### config.mk
export PLATFORM = sky130hd
export DESIGN_NAME = decoder_arb_ctrl
export DESIGN_NICKNAME = d
export VERILOG_FILES = /design/src/rtl/dec_pkg.sv /design/src/rtl/syndrome_correct.sv /design/src/rtl/decoder_arb_ctrl.sv
export SDC_FILE = /design/constraint.sdc
export NUM_CORES = 1
export LEC_CHECK = 0
export BUFFER_PORTS_ARGS = -buffer_cell sky130_fd_sc_hd__clkbuf_2
export CAP_MARGIN = 20
export CORE_UTILIZATION = 30
export CTS_BUF_LIST = sky130_fd_sc_hd__clkbuf_4 sky130_fd_sc_hd__clkbuf_8
export DETAILED_ROUTE_END_ITERATION = 12
export GPL_TIMING_DRIVEN = 0
export PLACE_DENSITY = 0.63
export SLEW_MARGIN = 40
export SYNTH_ARGS = -nofsm -noshare
export SYNTH_HDL_FRONTEND = slang
export SYNTH_SLANG_ARGS = --single-unit
export TNS_END_PERCENT = 20
### constraint.sdc
create_clock -name clk -period 1.8 [get_ports clk]
set_clock_uncertainty 0.1 [all_clocks]
set_input_delay 0.36 -clock clk [delete_from_list [all_inputs] [get_ports clk]]
set_output_delay 0.36 -clock clk [all_outputs]
set_load 0.02 [all_outputs]
### src/rtl/dec_pkg.sv
// Shared widths, parity-check columns and FSM states for the
// arbitrated SEC decoder.
package dec_pkg;

  localparam int CW_W = 11;
  localparam int D_W  = 7;
  localparam int S_W  = 4;

  // Entry i is the syndrome produced by a flip of codeword bit i.
  localparam logic [CW_W-1:0][S_W-1:0] H_COL = {
    4'b1011, 4'b1010, 4'b1001, 4'b0111,
    4'b0110, 4'b0101, 4'b0011,
    4'b1000, 4'b0100, 4'b0010, 4'b0001
  };

  typedef enum logic [1:0] {
    IDLE,
    DECODE,
    OUTPUT
  } state_t;

endpackage

### src/rtl/syndrome_correct.sv
// Combinational syndrome computation and single-bit correction
// of one 11-bit codeword.
module syndrome_correct
  import dec_pkg::*;
(
  input  logic [CW_W-1:0] cx,
  output logic [CW_W-1:0] cx_fix,
  output logic            corr,
  output logic            uncorr
);

  logic [S_W-1:0]  syn;
  logic [CW_W-1:0] flip;

  always_comb begin
    syn = '0;
    for (int i = 0; i < CW_W; i++)
      if (cx[i]) syn = syn ^ H_COL[i];
  end

  // Columns are distinct and nonzero, so flip is at most one-hot.
  always_comb begin
    flip = '0;
    for (int i = 0; i < CW_W; i++)
      flip[i] = (syn == H_COL[i]);
  end

  assign cx_fix = cx ^ flip;
  assign corr   = |flip;
  assign uncorr = (syn != '0) && !corr;

endmodule

### src/rtl/decoder_arb_ctrl.sv
// Two-requester round-robin front end for the SEC decoder.
// Optional error counters are built when DEC_ERRCNT_EN is defined.
module decoder_arb_ctrl
  import dec_pkg::*;
#(
  parameter int CNT_W = 16
) (
  input  logic            clk,
  input  logic            reset,
  input  logic            req0_valid,
  input  logic [CW_W-1:0] req0_cx,
  output logic            req0_ready,
  input  logic            req1_valid,
  input  logic [CW_W-1:0] req1_cx,
  output logic            req1_ready,
  output logic            out_valid,
  input  logic            out_ready,
  output logic [D_W-1:0]  out_d,
  output logic            out_src,
  output logic            out_corr,
  output logic            out_uncorr,
  output logic            busy
`ifdef DEC_ERRCNT_EN
  ,
  input  logic             cnt_clr,
  output logic [CNT_W-1:0] corr_cnt,
  output logic [CNT_W-1:0] uncorr_cnt
`endif
);

  state_t          state;
  logic            last_q;
  logic            src_q;
  logic [CW_W-1:0] cx_q;
  logic            any_v;
  logic            gnt;
  logic            take;
  logic [CW_W-1:0] cx_fix;
  logic            fix_corr;
  logic            fix_uncorr;

  assign any_v = req0_valid | req1_valid;

  // On a tie the requester not granted last wins.
  always_comb begin
    gnt = req1_valid;
    if (req0_valid && req1_valid)
      gnt = ~last_q;
  end

  assign take       = !reset && (state == IDLE) && any_v;
  assign req0_ready = take && !gnt;
  assign req1_ready = take && gnt;
  assign busy       = (state != IDLE);

  syndrome_correct u_sc (
    .cx     (cx_q),
    .cx_fix (cx_fix),
    .corr   (fix_corr),
    .uncorr (fix_uncorr)
  );

  always_ff @(posedge clk) begin
    if (reset) begin
      state      <= IDLE;
      last_q     <= 1'b1;
      src_q      <= 1'b0;
      cx_q       <= '0;
      out_valid  <= 1'b0;
      out_d      <= '0;
      out_src    <= 1'b0;
      out_corr   <= 1'b0;
      out_uncorr <= 1'b0;
    end else begin
      unique case (state)
        IDLE: begin
          if (any_v) begin
            cx_q   <= gnt ? req1_cx : req0_cx;
            src_q  <= gnt;
            last_q <= gnt;
            state  <= DECODE;
          end
        end
        DECODE: begin
          out_d      <= cx_fix[CW_W-1:S_W];
          out_src    <= src_q;
          out_corr   <= fix_corr;
          out_uncorr <= fix_uncorr;
          out_valid  <= 1'b1;
          state      <= OUTPUT;
        end
        OUTPUT: begin
          if (out_ready) begin
            out_valid <= 1'b0;
            state     <= IDLE;
          end
        end
        default: state <= IDLE;
      endcase
    end
  end

`ifdef DEC_ERRCNT_EN
  logic hs;

  assign hs = out_valid && out_ready;

  always_ff @(posedge clk) begin
    if (reset || cnt_clr) begin
      corr_cnt   <= '0;
      uncorr_cnt <= '0;
    end else if (hs) begin
      if (out_corr && !(&corr_cnt))
        corr_cnt <= corr_cnt + 1'b1;
      if (out_uncorr && !(&uncorr_cnt))
        uncorr_cnt <= uncorr_cnt + 1'b1;
    end
  end
`endif

endmodule

==> results of run 1 <==
## final cells by class
class / count / area [µm²] / share of cell area (%)
plain buffers: 8 / 43.8 / 2.33
flip-flops and latches: 26 / 542 / 28.8
inverters: 3 / 11.3 / 0.598
well taps: 50 / 62.6 / 3.32
repair buffers: 45 / 244 / 13.0
multi-input cells: 104 / 923 / 49.1
clock buffers: 4 / 55.1 / 2.93
## registers in the layout, summed over array words and instances (netlist names)
register,cells
cx_q,11
out_d,7
state,2
last_q,1
out_corr,1
out_src,1
out_uncorr,1
out_valid,1
src_q,1
## power groups by stage
stage,registers [µW],logic (µW),clock network [µW]
3_3_place_gp,715,752,0
6_report,722,1020,383
4_1_cts,713,952,393
2_1_floorplan,741,573,0
3_5_place_dp,717,756,0
5_1_grt,734,1090,411
## layout by cell type, fill, tap and decap left out, drive strengths merged, types with 2 or more instances in the layout
| master | synthesis | layout |
|---|---|---|
| xor2 | 5 | 5 |
| a211oi | 19 | 19 |
| o21ai | 3 | 3 |
| mux2i | 13 | 13 |
| and3 | 2 | 2 |
| dfxtp | 26 | 26 |
| a21oi | 2 | 2 |
| inv | 3 | 3 |
| xnor3 | 2 | 2 |
| buf | 0 | 8 |
| xnor2 | 14 | 14 |
| nand4 | 3 | 3 |
| a31o | 2 | 2 |
| nor2 | 29 | 29 |
| clkbuf | 8 | 49 |
| nor4 | 5 | 5 |
## final timing paths
check | to | slack [ns] | depth (start not counted)
hold / removal | cx_q[7]$_SDFFE_PP0P_ | 0.29 | 3
hold reg to reg | out_valid$_SDFFE_PP0P_ | 0.40 | 2
setup / recovery | out_d[0]$_SDFFE_PP0P_ | -0.12 | 5
setup reg to reg | out_d[0]$_SDFFE_PP0P_ | -0.12 | 5
## worst register-to-register path, delay by kind of cell, from the launching register on
family           cells  cell delay, ns
XOR/XNOR             3            0.84
flip-flops           1            0.38
AND/OR/NAND/NOR      1            0.31
AO/OA/AOI/OAI        1            0.21
## metal layers
| layer | up-vias | wire, µm | global-route usage (%) |
|---|---|---|---|
| li1 | 596 | - | - |
| met1 | 522 | 1460 | 17.0 |
| met2 | 32 | 1420 | 22.3 |
| met3 | 2 | 104 | 3.50 |
| met4 | 0 | 7 | 3.13 |
| met5 | - | 0 | 0 |
## what timing repair did
item,4_1_cts,5_1_grt
setup endpoints to repair,17,22
gates resized for setup,21,20
setup buffers,5,1
pin swaps,14,4
## kinds of logic (layout without fill, tap and decap cells)
group / count (synthesis) / in the layout / synth area share (%)
and+or+nand+nor: 42 / 42 / 14.4
AOI/OAI and AO/OA: 27 / 27 / 14.6
buffers and inverters: 11 / 60 / 3.13
xor gates and xnor gates: 22 / 22 / 18.4
DFF: 26 / 26 / 39.5
muxes: 13 / 13 / 9.88
## per-stage QoR
| step | worst slack [ns] | power [µW] | area (µm²) | instances | hold slack, ns |
|---|---|---|---|---|---|
| floorplan | -0.00511 | 1310 | 1360 | 141 | 0.360 |
| global placement | -0.398 | 1470 | 1620 | 230 | 0.373 |
| detailed placement | -0.401 | 1470 | 1620 | 230 | 0.385 |
| CTS | -0.100 | 2060 | 1810 | 239 | 0.291 |
| global route | -0.160 | 2230 | 1880 | 240 | 0.311 |
| finish | -0.116 | 2120 | 1880 | 240 | 0.288 |
==> impl_metrics.toml, run 1 <==
[sta]
fin_crit_sh_pct = 106
timing.final.ws_setup_ns = -0.116
setup_tns_ns = -0.366
rsz0062_at_grt = "true"
tightest_slew_ns = 0.629
report.final.slew_viol_count = 0
period_needed_ns = 1.92
finalSetupViolations = 7
relSlewSlack_pct = 57.8
hold_viol_final = 0
max_freq_mhz = 522

[critical_path]
crit_path_max_incr_delay_ns = 0.58
worstPathArrival_ns = 2.01
required_ns = 1.89
path_cells = "xnor2_2 > xnor3_2 > nor4_4 > xnor2_1 > a211oi_1"
worstPathMaxFanout = 7
rr_startpoint = "cx_q[6]$_SDFFE_PP0P_"
path_delay_family = "XOR/XNOR gates"
crit_buf_inv = 0
crit_path_end_kind = "flip-flop"
crit_slowest_cell = "xnor3_2"
critical_path_class = "reg -> reg"
crit_start = "cx_q[6]$_SDFFE_PP0P_"
cp-start-kind = "flip-flop"

[pwr]
power_frac_clock_pct = 18.1
powerDensity_nw_per_um2 = 1130
switching_power_uw = 803
p_seq_share_pct = 34.0
peakVddDrop_mv = 0.386
power.leakage_uw = 0.000780
internal_power_uw = 1320
p_sw_share_pct = 37.9
p_comb_share_pct = 47.9

[floorplanning]
fp.dieW_um = 68.3
fp.dieH_um = 68.3
die-area_um2 = 4660
core_area_um2 = 4120
std_cell_rows = 23
io_pins = 41
start_util_pct = 32.0

[final_layout]
finish.utilization_pct = 45.7
syn_to_final_growth_pct = 42.8
fill_cells = 409
nets = 218
final_layout_size_suffix_gt1_share_pct = 43.2
diodes = 0

[drt]
viasPerCell = 4.80
routedWlPerCell_um = 12.5
wirelength_mm = 2.99
dr_total_vias = 1152
first_pass_iters = 3
ant_nets = 0
drc = 0
drt-initial-drc-count = 43

[synthesis]
synth_edf_count = 0
seq_area_frac_synth_pct = 39.5
syn_nets = 168
synth_area_um2 = 1320
syn_avg_cell_area_um2 = 9.34
yosysTopAreaCell = "dfxtp_1"
yosys-top-cells-count = "nor2_1 (29), dfxtp_1 (26), a211oi_1 (19)"
synthFlopType = "dfxtp_1"
ys_warn_count = 0
synthTopCellsByArea = "dfxtp_1 (40%), a211oi_1 (11%), mux2i_1 (9.9%)"
synthesis.instances = 141
yosysMostFrequentCell = "nor2_1"
synthArstFlopShare_pct = 0
synthDominantCellAreaShare_pct = 39.5
ys_ff_latch = 26
synth.distinct_cells = 24

[global_route]
antenna_found_initial = 0
track_usage_pct = 13.3
grt_pass1_vias = 1000
grt_pass1_wl_mm = 4.57
grt_overflow_total = 0
grt_max_degree = 15

[min_path]
min-delay-start = "req0_cx[7]"
hold_path.class = "in -> reg"

[clock_network]
cts_buffers = 3
root_buffer = "clkbuf_8"
path_clk_slew_ns = 0.09
clk_latency_ns = 0.27
clockBufferDepth = 2
ctsHoldBuffers = 0
cts_tree = "yes"
htree_levels = 1
numClockSinks = 26

[placement]
hpwlAfterDp_mm = 2.06
gp_congestion = 0.752
port_buffers = 39

[flow_run]
cap_viol_max_count = 0

[status]
status = "finished, violations left"
violations = "negative setup slack"
Note: power is estimated with default switching activity, not from simulation.
==> inputs of run 2 (changes only) <==
--- a/config.mk
+++ b/config.mk
@@ -10,6 +10,8 @@
 export CORE_UTILIZATION = 30
 export CTS_BUF_LIST = sky130_fd_sc_hd__clkbuf_4 sky130_fd_sc_hd__clkbuf_8
+export CTS_CLUSTER_DIAMETER = 80
 export DETAILED_ROUTE_END_ITERATION = 12
 export GPL_TIMING_DRIVEN = 0
+export MAX_ROUTING_LAYER = met4
 export PLACE_DENSITY = 0.63
 export SLEW_MARGIN = 40
==> constraint.sdc (replaced) <==
create_clock -name clk -period 1.8 [get_ports clk]
set_clock_uncertainty 0.1 [all_clocks]
set_input_delay 0.36 -clock clk [delete_from_list [all_inputs] [get_ports clk]]
set_output_delay 0.36 -clock clk [all_outputs]
set_load 0.05 [all_outputs]
==> impl_metrics.toml, run 2 (same netlist as run 1, synthesis figures left out) <==
[critical_path]
crit_path_end_kind = "flip-flop"
worstPathMaxFanout = 5
critical_path_class = "reg -> reg"
path_cells = "xnor2_2 > xnor3_2 > buf_4 > nor4_2 > xnor2_1 > a211oi_1"
rr_worst_depth = 6
crit_path_max_incr_delay_ns = 0.52
rr_startpoint = "cx_q[7]$_SDFFE_PP0P_"
worstPathArrival_ns = 2.01
crit_slowest_cell = "xnor3_2"
cp.depth = 6
cp-start-kind = "flip-flop"
rrSetupSlack_ns = -0.12
crit_buf_inv = 1
r2r_end = "out_d[3]$_SDFFE_PP0P_"
path_delay_family = "XOR/XNOR gates"
required_ns = 1.89

[final_layout]
final_area_um2 = 1900
finish.utilization_pct = 46.2
syn_to_final_growth_pct = 44.4
layout_commonest_cell = "clkbuf_2"
largest_reg_flops = 11
nets = 221
diodes = 0
layout_common_cells = "clkbuf_2 (40), nor2_1 (28), a211oi_1 (19), dfxtp_1 (19), mux2i_1 (13)"
top_register = "cx_q"
final_layout_size_suffix_gt1_share_pct = 44.0
reg_top3 = "cx_q: 11 flops, out_d: 7 flops, state: 2 flops"

[sta]
period_needed_ns = 1.92
report.final.slew_viol_count = 0
setup_tns_ns = -0.553
holdWs_ns = 0.292
finalSetupViolations = 7
timing.final.ws_setup_ns = -0.116
fin_crit_sh_pct = 106
max_freq_mhz = 522
rsz0062_at_grt = "true"
tightest_slew_ns = 0.514
hold_viol_final = 0
relSlewSlack_pct = 65.7

[global_route]
track_usage_pct = 14.5
grt_pass1_wl_mm = 4.77
grt_pass1_vias = 1053
grt_max_degree = 15
grt_overflow_total = 0
antenna_found_initial = 0

[pwr]
power.leakage_uw = 0.000795
powerDensity_nw_per_um2 = 1190
peakVddDrop_mv = 0.350

[min_path]
worstHoldEndpoint = "cx_q[10]$_SDFFE_PP0P_"
hold_path.class = "in -> reg"
min-delay-start = "req0_cx[10]"
holdPathStages = 3

[clock_network]
cts_buffers = 3
clockBufferDepth = 2
root_buffer = "clkbuf_8"
clk_latency_ns = 0.27
cts_tree = "yes"
htree_levels = 1
ctsHoldBuffers = 0
numClockSinks = 26
path_clk_slew_ns = 0.09

[placement]
gp_congestion = 0.807
dpl_cell_area_um2 = 1630
hpwlAfterDp_mm = 2.10
port_buffers = 39
dp_slack_ns = -0.235

[drt]
first_pass_iters = 4
dr_total_vias = 1159
viasPerCell = 4.77
drc = 0
ant_nets = 0
wirelength_mm = 3.01
drt-initial-drc-count = 40
routedWlPerCell_um = 12.4

[floorplanning]
fp.dieH_um = 68.3
start_util_pct = 32.0
io_pins = 41
fp.dieW_um = 68.3
core_area_um2 = 4120
die-area_um2 = 4660
std_cell_rows = 23

[status]
violations = "negative setup slack"
status = "finished, violations left"

[flow_run]
cap_viol_max_count = 0
[run 2: how the worst max path moves through the flow]
stage / slack [ns] / endpoint / from
finish: -0.12 / out_d[3]$_SDFFE_PP0P_ / cx_q[7]$_SDFFE_PP0P_
global route: -0.20 / out_d[3]$_SDFFE_PP0P_ / cx_q[6]$_SDFFE_PP0P_
CTS: -0.14 / out_d[5]$_SDFFE_PP0P_ / cx_q[8]$_SDFFE_PP0P_
detailed placement: -0.23 / req0_ready / req1_valid
global placement: -0.22 / req0_ready / req1_valid
floorplan: -0.005 / out_d[6]$_SDFFE_PP0P_ / cx_q[4]$_SDFFE_PP0P_
[run 2: layout make-up]
| class | instances | area (µm²) |
|---|---|---|
| Clock buffer | 4 | 55.1 |
| Tap cell | 50 | 62.6 |
| Timing Repair Buffer | 48 | 269 |
| Fill cell | 401 | 2210 |
| Inverter | 3 | 11.3 |
| Buffer | 8 | 42.5 |
| Multi-Input combinational cell | 104 | 926 |
| Sequential cell | 26 | 537 |
[run 2: metrics by stage]
stage | instances | power [µW]
finish | 243 | 2270
global route | 243 | 2390
CTS | 237 | 2050
detailed placement | 230 | 1560
global placement | 230 | 1550
floorplan | 141 | 1400
[run 2: timing repair]
action / in CTS / in global routing
hold endpoints to repair: 0 / 0
pin swaps: 10 / 5
gates resized for setup: 18 / 18
endpoints found under the setup margin: 9 / 20
setup buffers: 3 / 6
[run 2: power by group]
part           total, µW  switching [µW]  internal (µW)
logic               1160             641            520
clock network        382             187            196
registers            721            73.8            648
[run 2: layer usage]
layer	routed length, µm	track usage, %	vias up
li1	-	-	606
met1	1380	17.4	509
met2	1440	23.7	37
met3	99	1.50	7
met4	83	7.81	0
met5	0	-	-
[run 2: tightest hold or removal path, delay by kind of cell]
kind / cells / cell delay, ns
compound gates: 1 / 0.08
buf+inv: 1 / 0.08
mux: 1 / 0.12
